### src/rtl/elevator_car_ctrl.sv
// Per-car elevator motion controller: latches floor requests, serves them in
// SCAN order, and times floor-to-floor travel and door dwell from a prescaled tick.
module elevator_car_ctrl #(
  parameter int unsigned FLOORS       = 4,
  parameter int unsigned TICK_DIV     = 50_000_000,
  parameter int unsigned TRAVEL_TICKS = 2,
  parameter int unsigned DOOR_TICKS   = 3
) (
  input  logic              clk,
  input  logic              rst_n,
  input  logic [FLOORS-1:0] req,
  output logic [FLOORS-1:0] floor_onehot,
  output logic [FLOORS-1:0] pending,
  output logic              moving,
  output logic              dir_up,
  output logic              door_open
);

  localparam int unsigned PRESC_W = (TICK_DIV > 1) ? $clog2(TICK_DIV) : 1;
  localparam int unsigned TMAX    = (TRAVEL_TICKS > DOOR_TICKS) ? TRAVEL_TICKS : DOOR_TICKS;
  localparam int unsigned TICK_W  = (TMAX > 1) ? $clog2(TMAX) : 1;

  localparam logic [PRESC_W-1:0] PRESC_LAST  = PRESC_W'(TICK_DIV - 1);
  localparam logic [TICK_W-1:0]  TRAVEL_LAST = TICK_W'(TRAVEL_TICKS - 1);
  localparam logic [TICK_W-1:0]  DOOR_LAST   = TICK_W'(DOOR_TICKS - 1);

  typedef enum logic [1:0] {
    S_IDLE      = 2'd0,
    S_MOVE_UP   = 2'd1,
    S_MOVE_DOWN = 2'd2,
    S_DOOR      = 2'd3
  } state_t;

  state_t              r_state;
  logic [FLOORS-1:0]   r_floor;
  logic [FLOORS-1:0]   r_pending;
  logic                r_dir_up;
  logic                r_moving;
  logic                r_door_open;
  logic [PRESC_W-1:0]  r_presc;
  logic [TICK_W-1:0]   r_ticks;

  state_t              w_state_nxt;
  logic [FLOORS-1:0]   w_floor_nxt;
  logic [FLOORS-1:0]   w_pending_nxt;
  logic                w_dir_nxt;
  logic                w_clr;

  logic [FLOORS-1:0]   w_eff;
  logic [FLOORS-1:0]   w_above_mask;
  logic [FLOORS-1:0]   w_below_mask;
  logic                w_any_above;
  logic                w_any_below;
  logic                w_tick;
  logic [FLOORS-1:0]   w_up_floor;
  logic [FLOORS-1:0]   w_dn_floor;
  logic                w_up_ahead;
  logic                w_dn_ahead;

  // Request view and direction masks derived from the one-hot floor word
  always_comb begin
    w_eff        = r_pending | req;
    w_below_mask = r_floor - FLOORS'(1);
    w_above_mask = ~(r_floor | w_below_mask);
    w_any_above  = |(w_eff & w_above_mask);
    w_any_below  = |(w_eff & w_below_mask);
    w_tick       = (r_presc == PRESC_LAST);
    // Shift with saturation at the end floors
    w_up_floor   = r_floor[FLOORS-1] ? r_floor : (r_floor << 1);
    w_dn_floor   = r_floor[0]        ? r_floor : (r_floor >> 1);
    w_up_ahead   = |(w_eff & ~(w_up_floor | (w_up_floor - FLOORS'(1))));
    w_dn_ahead   = |(w_eff & (w_dn_floor - FLOORS'(1)));
  end

  // Next-state, next-floor, pending and timer-clear decisions
  always_comb begin
    w_state_nxt   = r_state;
    w_floor_nxt   = r_floor;
    w_pending_nxt = w_eff;
    w_dir_nxt     = r_dir_up;
    w_clr         = 1'b0;
    unique case (r_state)
      S_IDLE: begin
        w_clr = 1'b1;
        if (|(w_eff & r_floor)) begin
          w_state_nxt   = S_DOOR;
          w_pending_nxt = w_eff & ~r_floor;
        end else if (w_any_above && (r_dir_up || !w_any_below)) begin
          w_state_nxt = S_MOVE_UP;
          w_dir_nxt   = 1'b1;
        end else if (w_any_below) begin
          w_state_nxt = S_MOVE_DOWN;
          w_dir_nxt   = 1'b0;
        end
      end
      S_MOVE_UP: begin
        if (w_tick && (r_ticks == TRAVEL_LAST)) begin
          w_floor_nxt = w_up_floor;
          w_clr       = 1'b1;
          if (|(w_eff & w_up_floor)) begin
            w_state_nxt   = S_DOOR;
            w_pending_nxt = w_eff & ~w_up_floor;
          end else if (!w_up_ahead) begin
            w_state_nxt = S_IDLE;
          end
        end
      end
      S_MOVE_DOWN: begin
        if (w_tick && (r_ticks == TRAVEL_LAST)) begin
          w_floor_nxt = w_dn_floor;
          w_clr       = 1'b1;
          if (|(w_eff & w_dn_floor)) begin
            w_state_nxt   = S_DOOR;
            w_pending_nxt = w_eff & ~w_dn_floor;
          end else if (!w_dn_ahead) begin
            w_state_nxt = S_IDLE;
          end
        end
      end
      S_DOOR: begin
        // A call for this floor during dwell holds the door rather than queueing
        w_pending_nxt = w_eff & ~r_floor;
        if (|(req & r_floor)) begin
          w_clr = 1'b1;
        end else if (w_tick && (r_ticks == DOOR_LAST)) begin
          w_state_nxt = S_IDLE;
          w_clr       = 1'b1;
        end
      end
      default: begin
        w_state_nxt = S_IDLE;
        w_clr       = 1'b1;
      end
    endcase
  end

  // State, floor, request and registered status outputs
  always_ff @(posedge clk or negedge rst_n) begin
    if (!rst_n) begin
      r_state     <= S_IDLE;
      r_floor     <= FLOORS'(1);
      r_pending   <= '0;
      r_dir_up    <= 1'b1;
      r_moving    <= 1'b0;
      r_door_open <= 1'b0;
    end else begin
      r_state     <= w_state_nxt;
      r_floor     <= w_floor_nxt;
      r_pending   <= w_pending_nxt;
      r_dir_up    <= w_dir_nxt;
      r_moving    <= (w_state_nxt == S_MOVE_UP) || (w_state_nxt == S_MOVE_DOWN);
      r_door_open <= (w_state_nxt == S_DOOR);
    end
  end

  // Prescaler and tick counter, restarted on every state entry and dwell hold
  always_ff @(posedge clk or negedge rst_n) begin
    if (!rst_n) begin
      r_presc <= '0;
      r_ticks <= '0;
    end else if (w_clr) begin
      r_presc <= '0;
      r_ticks <= '0;
    end else if (w_tick) begin
      r_presc <= '0;
      r_ticks <= r_ticks + TICK_W'(1);
    end else begin
      r_presc <= r_presc + PRESC_W'(1);
    end
  end

  assign floor_onehot = r_floor;
  assign pending      = r_pending;
  assign moving       = r_moving;
  assign dir_up       = r_dir_up;
  assign door_open    = r_door_open;

endmodule

### config.mk
export PLATFORM = sky130hd
export DESIGN_NAME = elevator_car_ctrl
export DESIGN_NICKNAME = d
export VERILOG_FILES = /design/src/rtl/elevator_car_ctrl.sv
export SDC_FILE = /design/constraint.sdc
export NUM_CORES = 1
export LEC_CHECK = 0
export ABC_AREA = 0
export BUFFER_PORTS_ARGS = -buffer_cell sky130_fd_sc_hd__buf_2
export CORE_AREA = 2 2 73 68
export DETAILED_ROUTE_END_ITERATION = 16
export DIE_AREA = 0 0 75 70
export PLACE_DENSITY = 0.77
export SYNTH_ARGS = -nofsm -noshare
export SYNTH_HDL_FRONTEND = slang
export SYNTH_SLANG_ARGS = --single-unit
### constraint.sdc
create_clock -name clk -period 3.6 [get_ports clk]
set_clock_uncertainty 0.15 [all_clocks]
set_input_delay 0.72 -clock clk [delete_from_list [all_inputs] [get_ports clk]]
set_output_delay 0.72 -clock clk [all_outputs]
set_load 0.02 [all_outputs]
# [Word level (Yosys, flattened, before mapping)]
# Cells that the tools add are included.
[classes] n_mux=33 bitwise=20 n_reduce_logical=21 addsub=5 n_eq_ne=11
[ops] op="$mux 26" count=2
[ops] op="$and 4x4->4" count=11
[ops] op="$mux 4" count=9
[ops] op="$reduce_or 4->1" count=8
[ops] op="$add 26x1->26 const B" count=1
[ops] op="$eq 26x26->1 const B" count=1
[ops] op="$mux 2" count=13
[ops] op="$not 4->4" count=5
[ops] op="$pmux 4 s4" count=1
[ops] op="$or 4x4->4" count=3
[ops] op="$sub 4x1->4 const B" count=3
[ops] op="$eq 2x2->1 const B" count=5
[ops] op="$pmux 2 s4" count=1
[ops] op="$pmux 4 s2" count=1
[ops] op="$eq 2x1->1 const B" count=3
[ops] op="$reduce_and 3->1" count=2
[ops] op="$reduce_bool 2->1" count=3
[ops] op="$mux 1" count=5
[ops] op="$ne 2x2->1 const B" count=2
[ops] op="$logic_and 1x1->1" count=3
[ops] op="$pmux 1 s3" count=1
[ops] op="$add 2x1->2 const B" count=1
[ops] op="$logic_not 2->1" count=1
[ops] op="$logic_or 1x1->1" count=2
[ops] op="3 further kinds" count=3
[totals] output_inout_bits=11 input_bits=6 register_bits=41 elab_cells=98

# [Logic depth before layout (Yosys ltp)]
# Gate-level depths: netlist of the first run.
[depth] ltp_word=12 ltp_mapped=12 depth_no_buf=11

# [Worst setup path after synthesis of the first run]
# Ideal clock, no wire load.
[synth_path] path_kind="register -> register" start="register r_floor[0], in the netlist floor_onehot[0]" end="register r_moving, in the netlist moving" n_path_buf=1 setup_slack_ps=646 period_less_slack_ps=2954 stages_incl_launch_ff=11 required_ps=3324 arrival_time_ps=2678 cell_sequence="dfstp_2 -> clkbuf_1 -> inv_1 -> ha_1 -> ha_1 -> xor2_1 -> o221ai_1 -> o31a_1 -> o31ai_1 -> a21oi_1 -> ha_1"
[synth_between] elab_chain_len=12 elab_cells_between_ends=42 classes_between="3 x add/sub; 2 x eq/ne; 13 x mux; 12 x bitwise; 12 x reduce/logical"
[synth_lines] element="start: declaration" line_no="35" text="logic [FLOORS-1:0] r_floor;"
[synth_lines] element="start signal: assignment" line_no="148" text="r_floor <= w_floor_nxt;"
[synth_lines] element="$mux 4" line_no="69" text="w_up_floor = r_floor[FLOORS-1] ? r_floor : (r_floor << 1);"
[synth_lines] element="$sub 4x1->4" line_no="71" text="w_up_ahead = |(w_eff & ~(w_up_floor | (w_up_floor - FLOORS'(1))));"
[synth_lines] element="$or 4x4->4" line_no="71"
[synth_lines] element="$not 4->4" line_no="71"
[synth_lines] element="$and 4x4->4" line_no="71"
[synth_lines] element="$reduce_or 4->1" line_no="71"
[synth_lines] element="$mux 2" line_no="103" text="end else if (!w_up_ahead) begin"
[synth_lines] element="$mux 2" line_no="100" text="if (|(w_eff & w_up_floor)) begin"
[synth_lines] element="$mux 2" line_no="97" text="if (w_tick && (r_ticks == TRAVEL_LAST)) begin"
[synth_lines] element="$pmux 2 s4 *" line_no="82" text="unique case (r_state)"
[synth_lines] element="named net w_state_nxt[1]" line_no="43" text="state_t w_state_nxt;"
[synth_lines] element="$eq 2x1->1 or $eq 2x2->1 (tied branches)" line_no="151" text="r_moving <= (w_state_nxt == S_MOVE_UP) || (w_state_nxt == S_MOVE_DOWN);"
[synth_lines] element="$logic_or 1x1->1 *" line_no="151"
[synth_lines] element="end signal: assignment" line_no="151"
[synth_lines] element="end: declaration" line_no="38" text="logic r_moving;"
# Mark *: on every way through the listed nets, which the timed path passes. The rest lies on a longest branch.
# A chain may end at the register's enable or synchronous reset.

# [Worst setup path after layout of the first run]
[layout_path] start="register r_floor[0], in the netlist floor_onehot[0]" end="register r_moving, in the netlist moving"
[layout_between] elab_chain_len=12 elab_cells_between_ends=42 classes_between="3 x add/sub; 2 x eq/ne; 13 x mux; 12 x bitwise; 12 x reduce/logical"
[layout_lines] element="$mux 4" line_no="69"
[layout_lines] element="$sub 4x1->4" line_no="71"
[layout_lines] element="$or 4x4->4" line_no="71"
[layout_lines] element="$not 4->4" line_no="71"
[layout_lines] element="$and 4x4->4" line_no="71"
[layout_lines] element="$reduce_or 4->1" line_no="71"
[layout_lines] element="$mux 2" line_no="103"
[layout_lines] element="$mux 2" line_no="100"
[layout_lines] element="$mux 2" line_no="97"
[layout_lines] element="$pmux 2 s4 *" line_no="82"
[layout_lines] element="$eq 2x1->1 or $eq 2x2->1 (tied branches)" line_no="151"
[layout_lines] element="$logic_or 1x1->1 *" line_no="151"
# Mark *: on every way between the ends. The rest lies on a longest branch, timed or not.

==> results of run 1 <==
per-layer routing:
layer  share of wire, %  vias up  track usage [%]
met2                 50       61            39.08
met1                 44     1067            29.23
met4                1.5        0            8.135
met5                  0        -                0
li1                   -     1073                -
met3                5.0        9            4.329
where the power goes:
part	internal [mW]	switching (mW)
logic	0.328	0.543
registers	0.538	0.100
clock network	0.156	0.148
layout make-up:
class	count	area share [%]
clock buffers	8	3.191
inverters	15	1.995
multi-input cells	227	52.13
flip-flops and latches	41	36.44
well taps	65	2.881
repair buffers	18	3.369
worst paths after layout:
| path | start | endpoint | slack [ns] | cells past startpoint |
|---|---|---|---|---|
| max | floor_onehot[0] | moving | 0.70 | 9 |
| min | r_presc[0] | r_presc[0] | 0.34 | 1 |
| max reg2reg | floor_onehot[0] | moving | 0.70 | 9 |
| min reg2reg | r_presc[0] | r_presc[0] | 0.34 | 1 |
| max in group asynchronous | rst_n | r_presc[7] | 2.34 | 1 |
| min in group asynchronous | rst_n | pending[1] | 0.40 | 1 |
metrics by stage:
| step | power [mW] | std cells | utilization [%] | setup slack (ns) |
|---|---|---|---|---|
| floorplan | 1.266 | 294 | - | 0.6460 |
| global placement | 1.505 | 366 | 59.48 | 0.8117 |
| detailed placement | 1.510 | 366 | 59.48 | 0.7313 |
| CTS | 1.821 | 374 | 61.44 | 0.7156 |
| global route | 1.952 | 374 | 61.44 | 0.5045 |
| finish | 1.812 | 374 | 61.44 | 0.7006 |
worst max-delay path: stages, from the launching register on:
cell,delay [ns]
dfstp_2,0.67
inv_1,0.17
ha_1,0.31
ha_1,0.24
xor2_1,0.15
o221ai_1,0.11
o31a_1,0.32
o31ai_2,0.27
a32oi_1,0.10
ha_1,0.30
kinds of logic after synthesis:
family	count (synthesis)	share of synthesized area, %
compound gates	71	17.51
xor+xnor	23	7.725
fa+ha+maj	15	7.198
buf+inv	26	4.127
flops	41	39.44
mux	7	2.783
simple gates	111	21.21
synth_stat cells, drive strengths merged (8+ instances only):
master / instances / area, sq um
nor2: 44 / 165.2
o21ai: 25 / 125.1
xor2: 12 / 105.1
nand3: 9 / 45.04
nor3: 8 / 40.04
xnor2: 11 / 96.34
dfrtp: 39 / 975.9
ha: 15 / 187.7
a21oi: 13 / 65.06
inv: 15 / 56.30
nand2: 21 / 78.83
state kept, by name, summed over array words and instances (netlist names):
signal and cells:
moving 1, floor_onehot 4, r_ticks 2, dir_up 1
door_open 1, pending 4, r_state 2, r_presc 26
==> parameters.txt, run 1 <==
Parameter                              Value

Run status
  Run status    finished clean

Layout
  Combined area of the multi-input logic cells    1471 sq um
  Most frequent cells in the layout    44 x nor2_1, 39 x dfrtp_1, 24 x o21ai_0
  Fill cell count    402
  Post-route standard cell area excluding fillers    approximately 2800 sq um
  Area growth, synth to finish    8.253%
  Fraction of final layout cells sized beyond drive strength 1    11.00%
  Antenna cells    0
  Leading cell type in the layout, fill and taps excluded    nor2_1
  Total area of sequential cells    slightly above 1000 sq um
  Final-stage net count    roughly 330

Yosys
  Post-synthesis register bit count    41
  Post-Synthesis Cells    ~300
  Net count of the mapped netlist    315
  Number of distinct standard cells referenced by the synthesized netlist    54
  Proportion of synthesized chip area in sequential cells    39.44%
  Number of warnings issued by yosys    0
  Average cell area after synthesis    roughly 9 sq um
  Most used DFF post-synth    dfrtp_1
  Fraction of registers with async set/reset    100.0%
  EDFF count, synth    0
  Area of the mapped netlist    2608 sq um

Power
  Peak supply drop    around 0.29 mV
  Power density over cell area    between 600 and 700 nW/um^2
  Leakage power    1.253 nW

Clock tree
  H-tree depth reported by CTS    2
  Clock root cell    clkbuf_8
  Post CTS Setup Buffer Count    0
  Clock Sinks    41
  Number of buffers on the longest clock path    2
  Clock tree from TritonCTS    done
  Clock slew at the register clock pins of the worst setup and hold paths    around 0.080 ns
  Num CTS Buffers    5
  Quantity of gates resized following cts    0
  Skew-Pair Late Insertion Delay    0.29 ns
  Hold buffers post-CTS    0

Floorplan
  Row count    24
  I/O pin count    17
  Die span in y    roughly 70 um
  Area enclosed by the die boundary    5250 sq um
  Core Area    about 4600 sq um
  Die boundary width    75 um
  Initial Util    56.75%

Routing
  Total vias in the final route    roughly 2200
  Total wire length    ~5600 um
  Via density per instance    slightly below 6
  DR WL/cell    about 15 um
  Post-detailed-route count of antenna-violating nets    0
  Iter 0 DRT Violations    around 130
  DRC violation count after routing    0
  1st-pass router iterations    4

Hold path
  Type of the most critical hold path    flip-flop to flip-flop

Timing
  Sum of negative setup slack    0 ns
  Final hold slack    between 0.3 and 0.4 ns
  Ratio of final minimum period to clock period    between 80% and 90%
  Unrepaired setup endpoints after global routing    no
  Max Clock Freq    344.9 MHz
  Fin crit period    between 2 and 3 ns
  Total count of max-transition violations in the final report    0
  Slew of the pin with the lowest slew margin    0.8951 ns
  Hold Violations, Final    0
  Final setup vio count    0
  Tightest slew margin relative to the limit    between 40% and 50%

Worst setup path
  Maximum net fanout on the critical path    13
  Required time of the critical path    3.63 ns
  Launching element type of the critical path    flip-flop
  Type of the worst setup path    flip-flop to flip-flop
  Arrival @ worst endpoint    between 2 and 3 ns
  Critical Path End Type    flip-flop

GRT
  Global-route wire length before repair    around 9400 um
  Number of antenna violations at the first check in global routing    0
  Final global-route overflow total    0
  Gr usage total    roughly 23%
  Pin count of the biggest net entering global routing    42
  Number of global-route vias before repair    2084

Place
  Sum of net half-perimeters after detailed placement    4105 um
  Post-detailed-placement cell area    approximately 2700 sq um
  Global placer's final weighted congestion    0.9320
  Buffers added on ports    16

Flow run
  Number of max-cap violations    0
No activity file was read; power rests on OpenSTA's default activity.
==> run 2, diff against run 1 <==
clock period = 2.9 ns   (was 3.6 ns; I/O delays follow)
==> run 2 against run 1 <==
Fmax is 5.3% higher. Core utilization is 2.3 points higher. Sequential power is 22% higher. Global-route usage is 1.9 points higher. Largest cell class unchanged. Cell count is 3.5% higher. Via count is 1.3% higher. Final area is 3.7% higher. Combinational power is 31% higher.
==> parameters.txt, run 2 (synthesis results as in run 1) <==
Parameter                              Value

Worst setup path
  Maximum net fanout on the critical path    4
  Critical path startpoint    r_presc[0]
  Type of the worst setup path    flip-flop to flip-flop
  Critical Path End Type    flip-flop
  Required time of the critical path    slightly below 3 ns
  Arrival @ worst endpoint    2.80 ns
  Launching element type of the critical path    flip-flop
  Worst r2r src    r_presc[0]

GRT
  Number of global-route vias before repair    roughly 2100
  Gr usage total    25.04%
  Global-route wire length before repair    approximately 10000 um
  Final global-route overflow total    0
  Pin count of the biggest net entering global routing    42
  Number of antenna violations at the first check in global routing    0

Layout
  Most frequent cells in the layout    44 x nor2_1, 39 x dfrtp_1, 24 x o21ai_0
  Top reg by flops    r_presc
  Final-stage net count    between 300 and 400
  Antenna cells    0
  Area growth, synth to finish    12.24%
  Leading cell type in the layout, fill and taps excluded    nor2_1
  Flip-flop count of the largest register, all copies and words added    26
  Fraction of final layout cells sized beyond drive strength 1    between 10% and 20%
  Non-filler cells, final    about 390

Routing
  Via density per instance    5.783
  Post-detailed-route count of antenna-violating nets    0
  Total vias in the final route    2238
  1st-pass router iterations    4
  DRC violation count after routing    0
  Total wire length    approximately 6000 um
  Iter 0 DRT Violations    between 150 and 200
  DR WL/cell    about 15 um

Clock tree
  Number of buffers on the longest clock path    2
  H-tree depth reported by CTS    2
  Skew-Pair Late Insertion Delay    0.31 ns
  Clock slew at the register clock pins of the worst setup and hold paths    0.09 ns
  Clock root cell    clkbuf_8
  Quantity of gates resized following cts    0
  Clock tree from TritonCTS    done
  Clock Sinks    41
  Num CTS Buffers    5

Power
  Power density over cell area    about 800 nW/um^2
  Leakage power    approximately 1.3 nW
  Peak supply drop    ~0.38 mV

Timing
  Ratio of final minimum period to clock period    94.93%
  Max Clock Freq    363.3 MHz
  Fin crit period    roughly 2.8 ns
  Slew of the pin with the lowest slew margin    approximately 0.9 ns
  Total count of max-transition violations in the final report    0
  Hold Violations, Final    0
  Final setup vio count    0
  Tightest slew margin relative to the limit    between 30% and 40%
  Sum of negative setup slack    0 ns
  Unrepaired setup endpoints after global routing    no

Floorplan
  Initial Util    between 50% and 60%
  Area enclosed by the die boundary    ~5300 sq um
  Row count    24
  I/O pin count    17
  Core Area    approximately 4600 sq um
  Die span in y    70 um
  Die boundary width    around 75 um

Place
  Sum of net half-perimeters after detailed placement    around 4400 um
  Buffers added on ports    16
  Count of placed standard cells including taps    about 380
  Global placer's final weighted congestion    approximately 0.92

Run status
  Run status    finished clean

Hold path
  Type of the most critical hold path    primary input to async pin

Flow run
  Number of max-cap violations    0
## run 2: report_power, final
part           leakage (nW)  internal, mW  switching [mW]
clock network        0.0512         0.193           0.214
registers             0.543         0.667           0.112
logic                 0.729         0.438           0.704
total                  1.32          1.30            1.03
## run 2: routing by layer
layer | part of all wire [%] | routed length, um | vias to the layer above | global-route usage [%]
met5 | 0 | 0 | - | 0
met4 | 1.2 | 72 | 0 | 9.127
met3 | 3.6 | 213 | 8 | 4.473
met2 | 48 | 2867 | 58 | 38.40
met1 | 47 | 2824 | 1084 | 35.14
li1 | - | - | 1088 | -
## run 2: area by class of cell
class                           count  area, sq um
Fill cell                         399         1668
Multi-Input combinational cell    227         1471
Sequential cell                    41         1028
Timing Repair Buffer               31        192.7
Clock buffer                        6        82.58
Tap cell                           65        81.33
Inverter                           15        56.30
Clock inverter                      2        13.76
## run 2: path summary, 6_finish.rpt
| kind | slack (ns) | endpoint | depth (start not counted) |
|---|---|---|---|
| min in group clk | 0.35 | r_presc[0] | 1 |
| hold reg to reg | 0.35 | r_presc[0] | 1 |
| max in group asynchronous | 1.77 | r_presc[18] | 1 |
| hold / removal | 0.24 | floor_onehot[3] | 1 |
| setup reg to reg | 0.15 | moving | 8 |
| setup / recovery | 0.15 | moving | 8 |
## run 2: worst max-delay path, cell delays in order, from the launching register on
cell and delay (ns):
dfrtp_1 0.39, ha_1 0.25, and4_1 0.25, nand3_1 0.15
or3_1 0.41, o31a_1 0.35, o31ai_1 0.25, a21oi_1 0.14
ha_1 0.31
## run 2: repair_timing
action,4_1_cts,5_1_grt
setup endpoints to repair,0,1
buffers inserted,0,3
hold buffers,0,0
## run 2: metrics by stage
stage,util [%],total power [mW],hold slack (ns),worst slack (ns),cell area (sq um)
finish,63.70,2.328,0.2414,0.1472,2927
floorplan,-,1.573,0.1344,0.07092,2609
detailed placement,61.11,1.900,0.3327,0.1559,2808
global placement,61.11,1.893,0.3091,0.2177,2808
global route,63.70,2.504,0.3300,0.001733,2927
CTS,63.21,2.313,0.2860,0.1359,2904
